$ cat src/rtl/simd_alu_pkg.sv
// Shared constants for the 45-bit segmented SIMD adder and the blocks that
// consume its results: segment geometry, mode encodings and lane counts.
package simd_alu_pkg;

  localparam logic [1:0] MODE_27x18   = 2'b00;
  localparam logic [1:0] MODE_SUM_9x9 = 2'b01;
  localparam logic [1:0] MODE_SUM_4x4 = 2'b10;

  localparam int SEG_W   [4] = '{17, 10, 8, 10};
  localparam int SEG_LSB [4] = '{0, 17, 27, 35};

  // Mode 2'b11 is an alias of the 4-lane mode.
  function automatic int lanes_per_mode(input logic [1:0] mode);
    case (mode)
      MODE_27x18:   return 1;
      MODE_SUM_9x9: return 2;
      default:      return 4;
    endcase
  endfunction

endpackage

$ cat src/rtl/simd_lane_select.sv
// Combinational lane extractor: picks one lane of an adder result word and
// forms {carry, sum bits}, plus the lane overflow flag and last-lane flag.
module simd_lane_select
  import simd_alu_pkg::*;
#(
  parameter bit SIGN_EXT = 1'b0
) (
  input  logic [1:0]  mode,
  input  logic [1:0]  lane,
  input  logic [44:0] s,
  input  logic [7:0]  cout,
  output logic [46:0] value,
  output logic        ovf,
  output logic        last
);

  int          lsb;
  int          width;
  logic [1:0]  carry;
  logic [46:0] mask;

  // Chained lanes take the carry of their top segment only; lower segment
  // carries are internal to the chain and carry no meaning here.
  always_comb begin
    lsb   = 0;
    width = 45;
    carry = cout[7:6];
    case (mode)
      MODE_27x18: width = 45;
      MODE_SUM_9x9: begin
        if (lane == 2'd0) begin
          width = 27;
          carry = cout[3:2];
        end else begin
          lsb   = 27;
          width = 18;
        end
      end
      default: begin
        lsb   = SEG_LSB[lane];
        width = SEG_W[lane];
        carry = cout[{lane, 1'b0} +: 2];
      end
    endcase
    mask  = (47'd1 << width) - 47'd1;
    value = ((47'(s) >> lsb) & mask) | (47'(carry) << width);
    if (SIGN_EXT && carry[1]) begin
      value = value | ~((47'd1 << (width + 2)) - 47'd1);
    end
    ovf  = |carry;
    last = (int'(lane) == lanes_per_mode(mode) - 1);
  end

endmodule

$ cat src/rtl/simd_result_unpacker.sv
// Captures one SIMD adder result word and streams its lanes out one per
// cycle over a valid/ready handshake, with no bubble between words.
module simd_result_unpacker
  import simd_alu_pkg::*;
#(
  parameter int OUT_W    = 48,
  parameter bit SIGN_EXT = 1'b0
) (
  input  logic             clk,
  input  logic             reset,
  input  logic [1:0]       USE_SIMD,
  input  logic [44:0]      S,
  input  logic [7:0]       result_SIMD_carry_out,
  input  logic             in_valid,
  output logic             in_ready,
  output logic             out_valid,
  input  logic             out_ready,
  output logic [OUT_W-1:0] out_data,
  output logic [1:0]       out_lane,
  output logic             out_last,
  output logic             out_ovf
);

  localparam logic [0:0] ST_IDLE  = 1'b0;
  localparam logic [0:0] ST_DRAIN = 1'b1;

  logic [0:0]       state;
  logic [1:0]       lane_cnt;
  logic [1:0]       cap_mode;
  logic [44:0]      cap_s;
  logic [7:0]       cap_cout;

  logic             out_fire;
  logic             accept;
  logic [1:0]       sel_mode;
  logic [1:0]       sel_lane;
  logic [44:0]      sel_s;
  logic [7:0]       sel_cout;
  logic [46:0]      sel_value;
  logic             sel_ovf;
  logic             sel_last;
  logic [OUT_W-1:0] sel_ext;

  assign out_valid = (state == ST_DRAIN);
  assign out_fire  = out_valid & out_ready;
  assign in_ready  = (state == ST_IDLE) | (out_fire & out_last);
  assign accept    = in_valid & in_ready;

  // Outputs are registered, so the next lane is formed one cycle early: lane 0
  // straight from the incoming word on accept, later lanes from the capture.
  always_comb begin
    sel_mode = accept ? USE_SIMD : cap_mode;
    sel_s    = accept ? S : cap_s;
    sel_cout = accept ? result_SIMD_carry_out : cap_cout;
    sel_lane = accept ? 2'd0 : lane_cnt + 2'd1;
  end

  simd_lane_select #(
    .SIGN_EXT(SIGN_EXT)
  ) u_lane_select (
    .mode  (sel_mode),
    .lane  (sel_lane),
    .s     (sel_s),
    .cout  (sel_cout),
    .value (sel_value),
    .ovf   (sel_ovf),
    .last  (sel_last)
  );

  always_comb begin
    sel_ext       = (SIGN_EXT && sel_value[46]) ? '1 : '0;
    sel_ext[46:0] = sel_value;
  end

  always_ff @(posedge clk or posedge reset) begin
    if (reset) begin
      state    <= ST_IDLE;
      lane_cnt <= 2'd0;
      cap_mode <= 2'd0;
      cap_s    <= '0;
      cap_cout <= '0;
      out_data <= '0;
      out_lane <= 2'd0;
      out_last <= 1'b0;
      out_ovf  <= 1'b0;
    end else if (accept) begin
      state    <= ST_DRAIN;
      lane_cnt <= 2'd0;
      cap_mode <= USE_SIMD;
      cap_s    <= S;
      cap_cout <= result_SIMD_carry_out;
      out_data <= sel_ext;
      out_lane <= 2'd0;
      out_last <= sel_last;
      out_ovf  <= sel_ovf;
    end else if (out_fire) begin
      if (out_last) begin
        state <= ST_IDLE;
      end else begin
        lane_cnt <= sel_lane;
        out_data <= sel_ext;
        out_lane <= sel_lane;
        out_last <= sel_last;
        out_ovf  <= sel_ovf;
      end
    end
  end

endmodule

$ cat config.mk
export PLATFORM = sky130hd
export DESIGN_NAME = simd_result_unpacker
export DESIGN_NICKNAME = d
export VERILOG_FILES = /design/src/rtl/simd_alu_pkg.sv /design/src/rtl/simd_lane_select.sv /design/src/rtl/simd_result_unpacker.sv
export SDC_FILE = /design/constraint.sdc
export NUM_CORES = 1
export LEC_CHECK = 0
export ABC_AREA = 1
export CAP_MARGIN = 20
export CORE_MARGIN = 1
export CORE_UTILIZATION = 49
export DETAILED_ROUTE_END_ITERATION = 8
export GPL_TIMING_DRIVEN = 0
export HOLD_SLACK_MARGIN = 0.03
export PLACE_DENSITY_LB_ADDON = 0.2
export SLEW_MARGIN = 20
export SYNTH_ARGS = -nofsm -noshare
export SYNTH_HDL_FRONTEND = slang
export SYNTH_SLANG_ARGS = --single-unit
$ cat constraint.sdc
create_clock -name clk -period 2.8 [get_ports clk]
set_input_delay 0.28 -clock clk [delete_from_list [all_inputs] [get_ports clk]]
set_output_delay 0.28 -clock clk [all_outputs]
set_load 0.05 [all_outputs]
# == After elaboration in Yosys (flattened, before gate mapping) ==
# Cells that the tools add are included.
# word_totals
ff_bits,108
output_inout_bits,54
word_cells,66
# classes
add_sub_neg,3
n_lt_le_gt_ge,1
n_eq_ne,3
shifts,4
mux,32
bitwise,8
n_reduce_logical,7
# ops
op,n
two-way mux 48 bit,3
binary-select mux 32 bit (select 2 bit),2
two-way mux 32 bit,4
one-hot mux 32 bit (2 select lines),2
bitwise AND 47 bit,1
OR 47 bit,1
"<< shifter 1 x 32 -> 47 bit, first input constant",1
<< shifter 2 x 32 -> 47 bit,1
>> shifter 45 x 32 -> 47 bit,1
"subtractor 47 x 1 -> 47 bit, second input constant",1
two-way mux 45 bit,1
equality test 3 x 32 -> 1 bit,1
two-way mux 2 bit,6
two-way mux 1 bit,9
two-way mux 8 bit,1
indexed part select 8 x 4 -> 2 bit,1
one-hot mux 3 bit (2 select lines),1
two-way mux 5 bit,1
logical NOT 2 bit,2
two-way mux 4 bit,1
one-hot mux 2 bit (2 select lines),1
AND reduction 2 bit,2
nonzero test 2 bit,2
"subtractor 3 x 1 -> 4 bit, second input constant",1
9 further kinds,11

# == Logic depth before layout (Yosys ltp) ==
# depth
word_depth,17
ltp_mapped,21

# == Cells and area by module ==
# From an unflattened synthesis, not the netlist that was laid out.
# unflattened
hier_cells,1173
area_unflattened_um2,7551.0
# modules_own_cells
mod,n_inst,cells_each,area_each_um2,seq_area_each_um2
simd_result_unpacker,1,479,4365.4,2677.6
simd_lane_select,1,694,3185.6,0.0

# == Worst setup path before layout ==
# No wires, ideal clock.
# synth_path
kind,register -> register
start,register out_last
end,register out_data[26]
arrival_ns,3.138
required_time_ns,2.734
slack_ns,-0.403
stages_incl_launch_ff,22
n_path_buf,1
path_cell_list,dfrtp_1 > nand2_1 > nand2_4 > nand2_4 > nand2_1 > ha_1 > inv_1 > nand3_4 > buf_6 > nand2_4 > nand3_1 > ha_1 > nand2_1 > inv_2 > o21ai_1 > nor2_1 > nand2_1 > a21oi_1 > nand3_1 > nand2_1 > nand2_1 > nand2_1
# synth_via
elab_chain_cells,16
word_cells_on_any_way,36
# synth_rtl
item,line_no,source
"start, declared",simd_result_unpacker.sv:20,"output logic out_last,"
"start signal, assigned",simd_result_unpacker.sv:94,out_last <= sel_last;
"start signal, assigned",simd_result_unpacker.sv:103,out_last <= sel_last;
bitwise AND 1 bit *,simd_result_unpacker.sv:46,assign in_ready = (state == ST_IDLE) | (out_fire & out_last);
OR 1 bit *,simd_result_unpacker.sv:46,
net in_ready,simd_result_unpacker.sv:15,"output logic in_ready,"
bitwise AND 1 bit *,simd_result_unpacker.sv:47,assign accept = in_valid & in_ready;
two-way mux 2 bit,simd_result_unpacker.sv:55,sel_lane = accept ? 2'd0 : lane_cnt + 2'd1;
NOT 2 -> 3 bit (implied by the code),"simd_lane_select.sv:40, simd_lane_select.sv:41",
binary-select mux 32 bit (select 2 bit),simd_lane_select.sv:41,width = SEG_W[lane];
two-way mux 32 bit (implied by the code) (2 in a row),simd_lane_select.sv:41,
one-hot mux 32 bit (2 select lines),simd_lane_select.sv:28,case (mode)
<< shifter 1 x 32 -> 47 bit,simd_lane_select.sv:45,mask = (47'd1 << width) - 47'd1;
subtractor 47 x 1 -> 47 bit,simd_lane_select.sv:45,
bitwise AND 47 bit,simd_lane_select.sv:46,value = ((47'(s) >> lsb) & mask) | (47'(carry) << width);
OR 47 bit,simd_lane_select.sv:46,
two-way mux 48 bit,simd_result_unpacker.sv:97,if (out_last) begin
two-way mux 48 bit,simd_result_unpacker.sv:96,end else if (out_fire) begin
two-way mux 48 bit,simd_result_unpacker.sv:86,end else if (accept) begin
"end signal, assigned",simd_result_unpacker.sv:92,out_data <= sel_ext;
"end signal, assigned",simd_result_unpacker.sv:101,out_data <= sel_ext;
"end, declared",simd_result_unpacker.sv:18,"output logic [OUT_W-1:0] out_data,"
# Mark *: on every way through the listed nets, which the timed path passes. The rest lies on a longest branch. The select of a mux whose other input is x is not followed.
# A chain may end at the register's enable or synchronous reset.

# == Final worst setup path ==
# layout_path
start,register lane_cnt[0]
end,register out_data[18]
# layout_via
elab_chain_cells,14
word_cells_on_any_way,26
# layout_rtl
item,line_no,source
"start, declared",simd_result_unpacker.sv:28,logic [1:0] lane_cnt;
"start signal, assigned",simd_result_unpacker.sv:100,lane_cnt <= sel_lane;
adder 2 x 1 -> 2 bit *,simd_result_unpacker.sv:55,
two-way mux 2 bit *,simd_result_unpacker.sv:55,
NOT 2 -> 3 bit (implied by the code),"simd_lane_select.sv:40, simd_lane_select.sv:41",
binary-select mux 32 bit (select 2 bit),simd_lane_select.sv:41,
two-way mux 32 bit (implied by the code) (2 in a row),simd_lane_select.sv:41,
one-hot mux 32 bit (2 select lines),simd_lane_select.sv:28,
<< shifter 1 x 32 -> 47 bit,simd_lane_select.sv:45,
subtractor 47 x 1 -> 47 bit,simd_lane_select.sv:45,
bitwise AND 47 bit,simd_lane_select.sv:46,
OR 47 bit *,simd_lane_select.sv:46,
two-way mux 48 bit,simd_result_unpacker.sv:97,
two-way mux 48 bit,simd_result_unpacker.sv:96,
two-way mux 48 bit *,simd_result_unpacker.sv:86,
# Mark *: on every way between the ends. The rest lies on a longest branch, timed or not. The select of a mux whose other input is x is not followed.

==> flow_metrics.env <==
export IMPL_worst_slew_pin_slew_ns=0.6745
export IMPL_finalWirelength_um=26170
export IMPL_holdCritPathClass="in2async"
export IMPL_n_antenna_cell=0
export IMPL_finalSetupViolations=0
export IMPL_post_dp_hpwl_um=20100
export IMPL_synth_edff_count=0
export IMPL_async_reset_ff_share_pct=100.0
export IMPL_die_w_um=121.5
export IMPL_fill_cells=1252
export IMPL_run_status="completed"
export IMPL_finalInstanceArea_um2=9125
export IMPL_finalSetupTns_ns=0
export IMPL_die_y_um=121.5
export IMPL_max_freq_mhz=357.3
export IMPL_final_nets=1225
export IMPL_cts_buffers=9
export IMPL_ant_nets=0
export IMPL_worstSetupPathType="reg2reg"
export IMPL_drt_first_pass_iters=7
export IMPL_ys_ff_latch=107
export IMPL_tritoncts="yes"
export IMPL_grt_use_total_pct=36.38
export IMPL_finalCritPeriodShare_pct=99.97
export IMPL_yosysMostFrequentCell="nand2_1"
export IMPL_grt_pass1_wl_um=39880
export IMPL_core_area_um2=13880
export IMPL_synth_avg_cell_area_um2=6.813
export IMPL_place_port_buffers=111
export IMPL_rrSetupSlack_ns=0.0009
export IMPL_antenna_found_initial=0
export IMPL_grt_start_max_net_pins=36
export IMPL_place_gp_congestion=1.029
export IMPL_period_minus_slack_ns=2.799
export IMPL_timing_final_hold_violations=0
export IMPL_synth_common_cells="nand2_1, nand3_1, dfrtp_1, inv_1"
export IMPL_holdBufCountCts=0
export IMPL_worstPathRequired_ns=3.08
export IMPL_drive_above_1_share_pct=15.18
export IMPL_clk_pin_slew_worst_paths_ns=0.08
export IMPL_critPathMaxFanout=10
export IMPL_critPathLaunch="lane_cnt[0]"
export IMPL_syn_cell_area_um2=6997
export IMPL_post_place_ws_ns=-1.000
export IMPL_worstRegToRegCells=12
export IMPL_route_detailed_drc=0
export IMPL_syn_inst=1027
export IMPL_area_delta_synth_final_pct=30.42
export IMPL_overflow=0
export IMPL_yosysUniqueCellTypes=47
export IMPL_cp_endpoint="out_data[18]"
export IMPL_row_count=43
export IMPL_wire_per_inst_um=19.44
export IMPL_grt_pass1_vias=7317
export IMPL_fin_skew_ns=0.007700
export IMPL_cts_root_buf="clkbuf_16"
export IMPL_reg2reg_from="lane_cnt[0]"
export IMPL_ys_warn_count=0
export IMPL_yosysSeqAreaShare_pct=38.27
export IMPL_drt_iter0_markers=773
export IMPL_routed_via_density=5.766
export IMPL_endpoint_kind="flip-flop"
export IMPL_slew_headroom_pct=55.04
export IMPL_r2r_end="out_data[18]"
export IMPL_synth_top_cell_by_area="dfrtp_1"
export IMPL_via_count=7761
export IMPL_synth_area_top_cells="dfrtp_1, nand2_1, nand3_1, inv_1, o21ai_0"
export IMPL_worst_setup_path_start_kind="flip-flop"
export IMPL_dpl_cell_area_um2=8418
export IMPL_h_tree_depth=3
export IMPL_worstSkewPairLatency_ns=0.36
export IMPL_arrival_ns=3.08
export IMPL_synth_top_flop_cell="dfrtp_1"
export IMPL_worst_slack_ns=0.0008602
export IMPL_maxSlewViolCount=0
export IMPL_maxCapViolCount=0
export IMPL_max_clock_path_buffers=2
export IMPL_netlist_area_leader_share_pct=38.27
export IMPL_die_area_um2=14760
export IMPL_rsz0062_at_grt="yes"
export IMPL_numClockSinks=107
export IMPL_synth_nets=1091
export IMPL_io_pin_count=113
export IMPL_start_util_pct=50.41
-- per-stage QoR --
step,hold WS (ns),utilization [%],std cells
6_report,0.3130,65.74,1346
5_1_grt,0.3566,65.74,1346
4_1_cts,0.3310,63.30,1339
3_5_place_dp,0.4586,60.65,1321
3_3_place_gp,0.4523,60.16,1318
2_1_floorplan,0.3817,-,1027
-- sequential cells by signal, summed over array words and instances (netlist names) --
register	flops
cap_s	45
out_last	1
cap_cout	8
out_valid	1
out_ovf	1
out_data	47
lane_cnt	2
cap_mode	2
-- critical path: stages, from the launching register on --
cell and delay (ns):
dfrtp_2 0.49, buf_12 0.16, nor2_4 0.17, inv_4 0.08
ha_4 0.17, inv_4 0.09, nand3_4 0.13, buf_12 0.17
buf_4 0.13, o21ai_4 0.14, clkbuf_1 0.53, o21bai_1 0.23
a31oi_1 0.22
-- logic make-up after synthesis --
| logic type | synth area share (%) |
|---|---|
| AO/OA/AOI/OAI | 11.50 |
| XOR/XNOR | 0.5008 |
| adder cells (fa/ha/maj) | 0.8941 |
| buffers and inverters | 8.727 |
| flip-flops | 38.27 |
| multiplexers | 0.1431 |
| other | 0.1073 |
| AND/OR/NAND/NOR | 39.86 |
-- timing repair --
item | CTS | global route
pin swaps | 6 | 12
setup endpoints to repair | 46 | 38
resized for setup | 16 | 69
buffers inserted | 3 | 7
-- final cells by class --
cell class              instances  area, µm²  share of cell area, %
inverters                      70      276.5                  3.030
flip-flops and latches        107       2681                  29.38
repair buffers                124       1267                  13.89
clock buffers                  11      252.7                  2.770
clock inverters                 5      37.54                 0.4114
well taps                     180      225.2                  2.468
multi-input cells             790       4011                  43.96
plain buffers                  59      372.9                  4.086
-- how the worst min path moves through the flow --
stage	to	slack, ns	from	depth (start not counted)
global route	cap_cout[6]	0.36	reset	2
finish	cap_cout[6]	0.31	reset	2
global placement	cap_cout[0]	0.45	cap_cout[0]	2
CTS	cap_cout[6]	0.33	reset	2
floorplan	out_valid	0.38	in_valid	2
detailed placement	cap_cout[0]	0.46	cap_cout[0]	2
-- routing by layer --
metal	global-route usage (%)	share of wire, %	vias up
met3	7.002	7.8	75
met4	14.58	3.7	0
met5	0	0	-
met1	49.43	42	3655
li1	-	-	3626
met2	56.71	46	405
-- layout by cell type (no fill, tap or decap), types with 3 or more instances in the layout --
cell / synthesis / final
a21oi_1: 30 / 22
nand2_8: 0 / 4
or2_2: 18 / 18
dfrtp_1: 107 / 104
o22ai_1: 3 / 3
inv_1: 58 / 55
nand3_2: 1 / 20
clkbuf_1: 18 / 16
buf_4: 7 / 14
nand3_1: 159 / 140
dfrtp_2: 0 / 3
o21ai_1: 42 / 40
a21oi_2: 1 / 8
buf_6: 8 / 10
inv_4: 1 / 4
inv_2: 9 / 8
o21ai_0: 42 / 36
nand2_4: 7 / 7
clkinvlp_4: 0 / 3
buf_12: 0 / 4
clkbuf_4: 0 / 3
nor2_1: 40 / 39
clkdlybuf4s50_1: 0 / 109
o211ai_1: 5 / 5
a22o_1: 3 / 3
buf_2: 26 / 22
nand4_1: 20 / 20
clkbuf_16: 0 / 9
nand2_1: 378 / 370
o21ai_2: 2 / 9
nand2_2: 5 / 9
Power is not shown: default switching activity piles up to over one toggle a cycle in this logic, so the estimate is an artifact.
